File: src/rtl/draw_rotated_sprite.sv
// ---------------------------------------------------------------------------
// draw_rotated_sprite
//
// Draws one SIZE x SIZE sprite into a pixel write port, reading colours from
// an external frame ROM that holds only one quadrant's worth of angle frames.
// The 90/180/270 degree rotations come from remapping the ROM row/column
// address, so no extra ROM copies are needed. Pixels whose colour matches
// the transparent key can be suppressed so the background shows through.
//
// Ports:
//   clk, reset          system clock, synchronous active-high reset
//   start               draw request (only honoured while idle)
//   x_pos, y_pos        sprite top-left screen position
//   frame               angle frame within the quadrant (clamped to FRAMES-1)
//   quadrant            0=0, 1=90 CW, 2=180, 3=270 CW
//   rom_addr            frame ROM address {frame, src_row, src_col}
//   rom_data            frame ROM read data, one cycle after rom_addr
//   x, y, color         pixel being written
//   write_en            pixel write strobe
//   busy                high from the first address cycle to draw_done
//   draw_done           one-cycle completion pulse
// ---------------------------------------------------------------------------
module draw_rotated_sprite #(
    parameter int                 SIZE        = 32,
    parameter int                 SIZE_LOG2   = 5,
    parameter int                 FRAMES      = 6,
    parameter int                 FRAME_W     = 3,
    parameter int                 COORD_W     = 10,
    parameter int                 COLOR_W     = 3,
    parameter int                 TRANSP_EN   = 1,
    parameter logic [COLOR_W-1:0] TRANSPARENT = '0
) (
    input  logic                           clk,
    input  logic                           reset,
    input  logic                           start,
    input  logic [COORD_W-1:0]             x_pos,
    input  logic [COORD_W-1:0]             y_pos,
    input  logic [FRAME_W-1:0]             frame,
    input  logic [1:0]                     quadrant,
    output logic [FRAME_W+2*SIZE_LOG2-1:0] rom_addr,
    input  logic [COLOR_W-1:0]             rom_data,
    output logic [COORD_W-1:0]             x,
    output logic [COORD_W-1:0]             y,
    output logic [COLOR_W-1:0]             color,
    output logic                           write_en,
    output logic                           busy,
    output logic                           draw_done
);

    typedef enum logic [1:0] {
        S_IDLE  = 2'd0,
        S_DRAW  = 2'd1,
        S_FLUSH = 2'd2,
        S_DONE  = 2'd3
    } state_t;

    // Last row/column index; also the "M" used by the rotation mapping.
    localparam logic [SIZE_LOG2-1:0] LAST       = SIZE_LOG2'(SIZE - 1);
    // One extra bit so FRAMES == 2**FRAME_W still compares correctly.
    localparam logic [FRAME_W:0]     FRAMES_EXT = (FRAME_W + 1)'(FRAMES);
    localparam logic [FRAME_W-1:0]   FRAME_MAX  = FRAME_W'(FRAMES - 1);

    // Destination (r, c) -> source {row, col} inside the stored frame.
    function automatic logic [2*SIZE_LOG2-1:0] src_rc(
        input logic [1:0]           q,
        input logic [SIZE_LOG2-1:0] r,
        input logic [SIZE_LOG2-1:0] c
    );
        case (q)
            2'd0:    src_rc = {r, c};
            2'd1:    src_rc = {LAST - c, r};
            2'd2:    src_rc = {LAST - r, LAST - c};
            default: src_rc = {c, LAST - r};
        endcase
    endfunction

    state_t                 state_q,   state_d;
    logic [SIZE_LOG2-1:0]   row_q,     row_d;
    logic [SIZE_LOG2-1:0]   col_q,     col_d;
    logic [COORD_W-1:0]     x_l_q,     x_l_d;
    logic [COORD_W-1:0]     y_l_q,     y_l_d;
    logic [FRAME_W-1:0]     frame_l_q, frame_l_d;
    logic [1:0]             quad_l_q,  quad_l_d;
    logic                   vld_p1_q,  vld_p1_d;
    logic [SIZE_LOG2-1:0]   row_p1_q,  row_p1_d;
    logic [SIZE_LOG2-1:0]   col_p1_q,  col_p1_d;

    always_comb begin
        state_d   = state_q;
        row_d     = row_q;
        col_d     = col_q;
        x_l_d     = x_l_q;
        y_l_d     = y_l_q;
        frame_l_d = frame_l_q;
        quad_l_d  = quad_l_q;
        vld_p1_d  = 1'b0;
        row_p1_d  = row_p1_q;
        col_p1_d  = col_p1_q;

        case (state_q)
            S_IDLE: begin
                if (start) begin
                    x_l_d     = x_pos;
                    y_l_d     = y_pos;
                    quad_l_d  = quadrant;
                    frame_l_d = ({1'b0, frame} >= FRAMES_EXT) ? FRAME_MAX : frame;
                    row_d     = '0;
                    col_d     = '0;
                    state_d   = S_DRAW;
                end
            end
            S_DRAW: begin
                // Destination coordinates travel with the ROM read so they
                // line up with rom_data one cycle later.
                vld_p1_d = 1'b1;
                row_p1_d = row_q;
                col_p1_d = col_q;
                // SIZE is a power of two, so the increment wraps on its own.
                col_d    = col_q + SIZE_LOG2'(1);
                if (col_q == LAST) begin
                    row_d = row_q + SIZE_LOG2'(1);
                    if (row_q == LAST) begin
                        state_d = S_FLUSH;
                    end
                end
            end
            S_FLUSH: state_d = S_DONE;
            S_DONE:  state_d = S_IDLE;
            default: state_d = S_IDLE;
        endcase
    end

    always_ff @(posedge clk) begin
        if (reset) begin
            state_q   <= S_IDLE;
            row_q     <= '0;
            col_q     <= '0;
            x_l_q     <= '0;
            y_l_q     <= '0;
            frame_l_q <= '0;
            quad_l_q  <= '0;
            vld_p1_q  <= 1'b0;
            row_p1_q  <= '0;
            col_p1_q  <= '0;
        end else begin
            state_q   <= state_d;
            row_q     <= row_d;
            col_q     <= col_d;
            x_l_q     <= x_l_d;
            y_l_q     <= y_l_d;
            frame_l_q <= frame_l_d;
            quad_l_q  <= quad_l_d;
            vld_p1_q  <= vld_p1_d;
            row_p1_q  <= row_p1_d;
            col_p1_q  <= col_p1_d;
        end
    end

    // Address stage: ROM address from the current raster position.
    assign rom_addr = {frame_l_q, src_rc(quad_l_q, row_q, col_q)};

    // Pixel stage: ROM data is valid together with the p1 registers.
    // Screen coordinates wrap modulo 2**COORD_W; no clipping is done.
    assign x         = x_l_q + COORD_W'(col_p1_q);
    assign y         = y_l_q + COORD_W'(row_p1_q);
    assign color     = rom_data;
    assign write_en  = vld_p1_q && !((TRANSP_EN != 0) && (rom_data == TRANSPARENT));
    assign busy      = (state_q != S_IDLE);
    assign draw_done = (state_q == S_DONE);

endmodule

File: config.mk
export PLATFORM = sky130hd
export DESIGN_NAME = draw_rotated_sprite
export DESIGN_NICKNAME = d
export VERILOG_FILES = /design/src/rtl/draw_rotated_sprite.sv
export SDC_FILE = /design/constraint.sdc
export NUM_CORES = 1
export LEC_CHECK = 0
export CORE_MARGIN = 2
export CORE_UTILIZATION = 49
export DETAILED_ROUTE_END_ITERATION = 8
export PLACE_DENSITY = 0.9
export SETUP_SLACK_MARGIN = 0.1
export SLEW_MARGIN = 20
export SYNTH_ARGS = -nofsm -noshare
export SYNTH_HDL_FRONTEND = slang
export SYNTH_SLANG_ARGS = --single-unit
File: constraint.sdc
create_clock -name clk -period 2.5 [get_ports clk]
set_input_delay 0.375 -clock clk [delete_from_list [all_inputs] [get_ports clk]]
set_output_delay 0.375 -clock clk [all_outputs]
set_load 0.01 [all_outputs]
==> results.yml <==
synth:
  synth_area_um2: 2660
  syn-num-nets: 369
  ys_dominant_reg_cell: "sky130_fd_sc_hd__dfxtp_1"
  synthCells: 317
  synth_area_per_cell_um2: 8.40
  ys_types: 37
  synth.yosys.seq_area_share_pct: 36.1
  synth_enable_flop_cells: 0
  synth_async_sr_flop_share_pct: 0
  ys_ff_latch: 48
  yosysWarningCount: 0
routing:
  vias_per_cell: 5.46
  num_vias: 2512
  ant_nets: 0
  routed_wirelength_um: 6860
  initialDrtViolationCount: 125
  drt_first_pass_iters: 4
  route.detailed.drc: 0
  post_drt_wl_per_cell_um: 14.9
critical_path:
  cpPeakStageDelay_ps: 390
  reg2regPathDepth: 7
  cp-startpoint: "row_p1_q[0]"
  ws_path_type: "reg -> out"
  worst-endpoint-arrival_ps: 1950
  worst-r2r-setup-slack_ps: 610
  timing.critical_path.required_ps: 2120
  regToRegStartpoint: "col_q[0]"
  critical_path_peak_fanout: 2
  crit_path_top_delay_cell: "sky130_fd_sc_hd__fa_2"
  critical_path.endpoint: "y[4]"
  worst_setup_path_end_kind: "primary output"
  path_delay_family: "adder cells"
  path_depth: 7
  regToRegEndpoint: "state_q[1]"
  worst_setup_path_start_kind: "register"
  crit_path_cell_trace: "ha_4 > fa_2 > buf_4 > a21o_1 > a211oi_2 > nor2_1 > buf_2"
  worst-path-buf-inv: 2
pwr:
  powerDensity_nw_per_um2: 761
  power_leakage_uw: 0.00145
  irDropWorstVdd_mv: 0.580
clock_network:
  cts-root-to-sink-buffers: 2
  clk_root_buffer_cell: "sky130_fd_sc_hd__clkbuf_8"
  clk_pin_slew_worst_paths_ps: 80
  tritoncts_clock_tree: "built"
  cts_sinks: 48
  hold_buffers: 0
  cts.htree.levels: 2
  numCtsBuffers: 5
  clkLatencyLatePin_ps: 300
cells_and_area:
  final_layout_size_suffix_gt1_share_pct: 16.2
  final_core_util_pct: 71.1
  antenna_cells_inserted: 0
  area_delta_synth_final_pct: 38.0
  mostFrequentLayoutCells: "sky130_fd_sc_hd__nand2_1, sky130_fd_sc_hd__clkdlybuf4s50_1, sky130_fd_sc_hd__dfxtp_1"
  mostFrequentLayoutCell: "sky130_fd_sc_hd__nand2_1"
  finished_layout_cell_area_um2: 3680
  num-nets-final: 441
grt:
  antenna_found_initial: 0
  grt_pass1_wl_um: 11200
  groute.usage.overall_pct: 22.8
  grt-ovfl-total: 0
  grt_start_max_net_pins: 26
  first_global_vias: 2460
sta:
  final.min_clock_period_ps: 2330
  final.hold.worst_slack_ps: 466
  hold_violations: 0
  worst_clock_skew_ps: 5.65
  setup_viol: 0
  min_period_over_period_pct: 93.2
  timing.slew.headroom_pct: 60.9
  fin_setup_tns_ps: 0
  fmax_ghz: 0.429
  worst_pin_slew_ps: 586
  rsz0062_at_grt: "true"
  final_max_tran_viols: 0
flow_run:
  max_cap_violations: 0
floorplan:
  initial_core_util_pct: 51.5
  placementRows: 26
  core_region_area_um2: 5170
  dieArea_um2: 6040
  die_height_um: 77.7
  fp.dieW_um: 77.7
  io_pins: 70
outcome:
  run_status: "finished clean"
placed_design:
  place_congestion: 0.796
  place.port_buffers: 69
  place_area_um2: 3450
  detailedPlacementHpwl_um: 4700
worst_hold_path:
  hold_path_depth: 2
  min_path_type: "reg -> reg"
-- synthesized netlist by cell type, drive strengths merged, types with 2 or more instances --
cell type	n	area (um2)
o21ai	7	35.0
a21o	2	15.0
nand2	56	210
and2	3	18.8
dfxtp	48	961
nor3	3	20.0
and3	3	18.8
a21oi	37	185
a32oi	2	17.5
nand3	6	30.0
nand3b	2	15.0
mux2i	21	214
a211oi	5	37.5
o211ai	4	30.0
fa	2	40.0
nand4	2	12.5
nand2b	5	31.3
xnor2	22	193
xor2	4	35.0
clkbuf	7	26.3
buf	10	56.3
ha	19	238
nor2b	3	18.8
o21bai	2	15.0
nor2	23	86.3
inv	12	45.0
-- through the flow --
step / cells / total power (uW) / worst slack (ps)
4_1_cts: 461 / 2780 / 62.4
2_1_floorplan: 317 / 1720 / 525
5_1_grt: 460 / 2970 / 75.5
3_3_place_gp: 450 / 2200 / 5.56
6_report: 460 / 2800 / 171
3_5_place_dp: 450 / 2240 / -155
-- metal layers --
layer  global-route usage, %  wire length, um  up-vias
met4                    8.75              171        0
met2                    38.0             3380       84
met5                       0                0        -
met3                    5.12              385       20
met1                    28.5             2920     1191
li1                        -                -     1217
-- power by group --
part	total [uW]	internal [uW]	switching [uW]
combinational	1240	594	646
clock	551	297	254
sequential	1010	883	123
-- flip-flops by register name (all words and copies together), names as in the netlist --
name and count:
col_p1_q 5, col_q 5, frame_l_q 3, quad_l_q 2
row_p1_q 5, row_q 5, state_q 2, vld_p1_q 1
x_l_q 10, y_l_q 10
-- logic make-up after synthesis --
logic type / Yosys count / synth area share [%]
AO/OA/AOI/OAI: 62 / 13.4
XOR/XNOR: 26 / 8.55
adder cells (fa/ha/maj): 21 / 10.4
buffers and inverters: 29 / 4.79
flip-flops: 48 / 36.1
multiplexers: 21 / 8.03
AND/OR/NAND/NOR: 110 / 18.7
-- worst min-delay path: cells and delay by family, from the launching register on --
kind | cells | cell delay, ps
AOI/OAI and AO/OA | 1 | 50
DFF | 1 | 320
and+or+nand+nor | 1 | 50
-- final cells by class --
type	instances	area, um2
timing repair buffer	82	758
clock inverter	2	35.0
inverter	12	45.0
multi-input combinational	240	1700
clock buffer	6	72.6
sequential	48	980
fill	371	1500
tap	70	87.6
-- repair_timing --
item | in CTS | in global routing
setup buffers | 3 | 0
setup endpoints to repair | 14 | 13
cloned | 0 | 0
gates resized for setup | 49 | 29
pin swaps | 4 | 10
-- worst min-delay path by stage --
stage                 startpoint            to  slack (ps)
CTS                 frame_l_q[2]  frame_l_q[2]         460
global placement    frame_l_q[1]  frame_l_q[1]         440
detailed placement  frame_l_q[2]  frame_l_q[2]         450
global route            x_l_q[9]      x_l_q[9]         490
floorplan            quad_l_q[1]   quad_l_q[1]         430
finish              frame_l_q[2]  frame_l_q[2]         470
No activity file was read; power rests on OpenSTA's default activity.
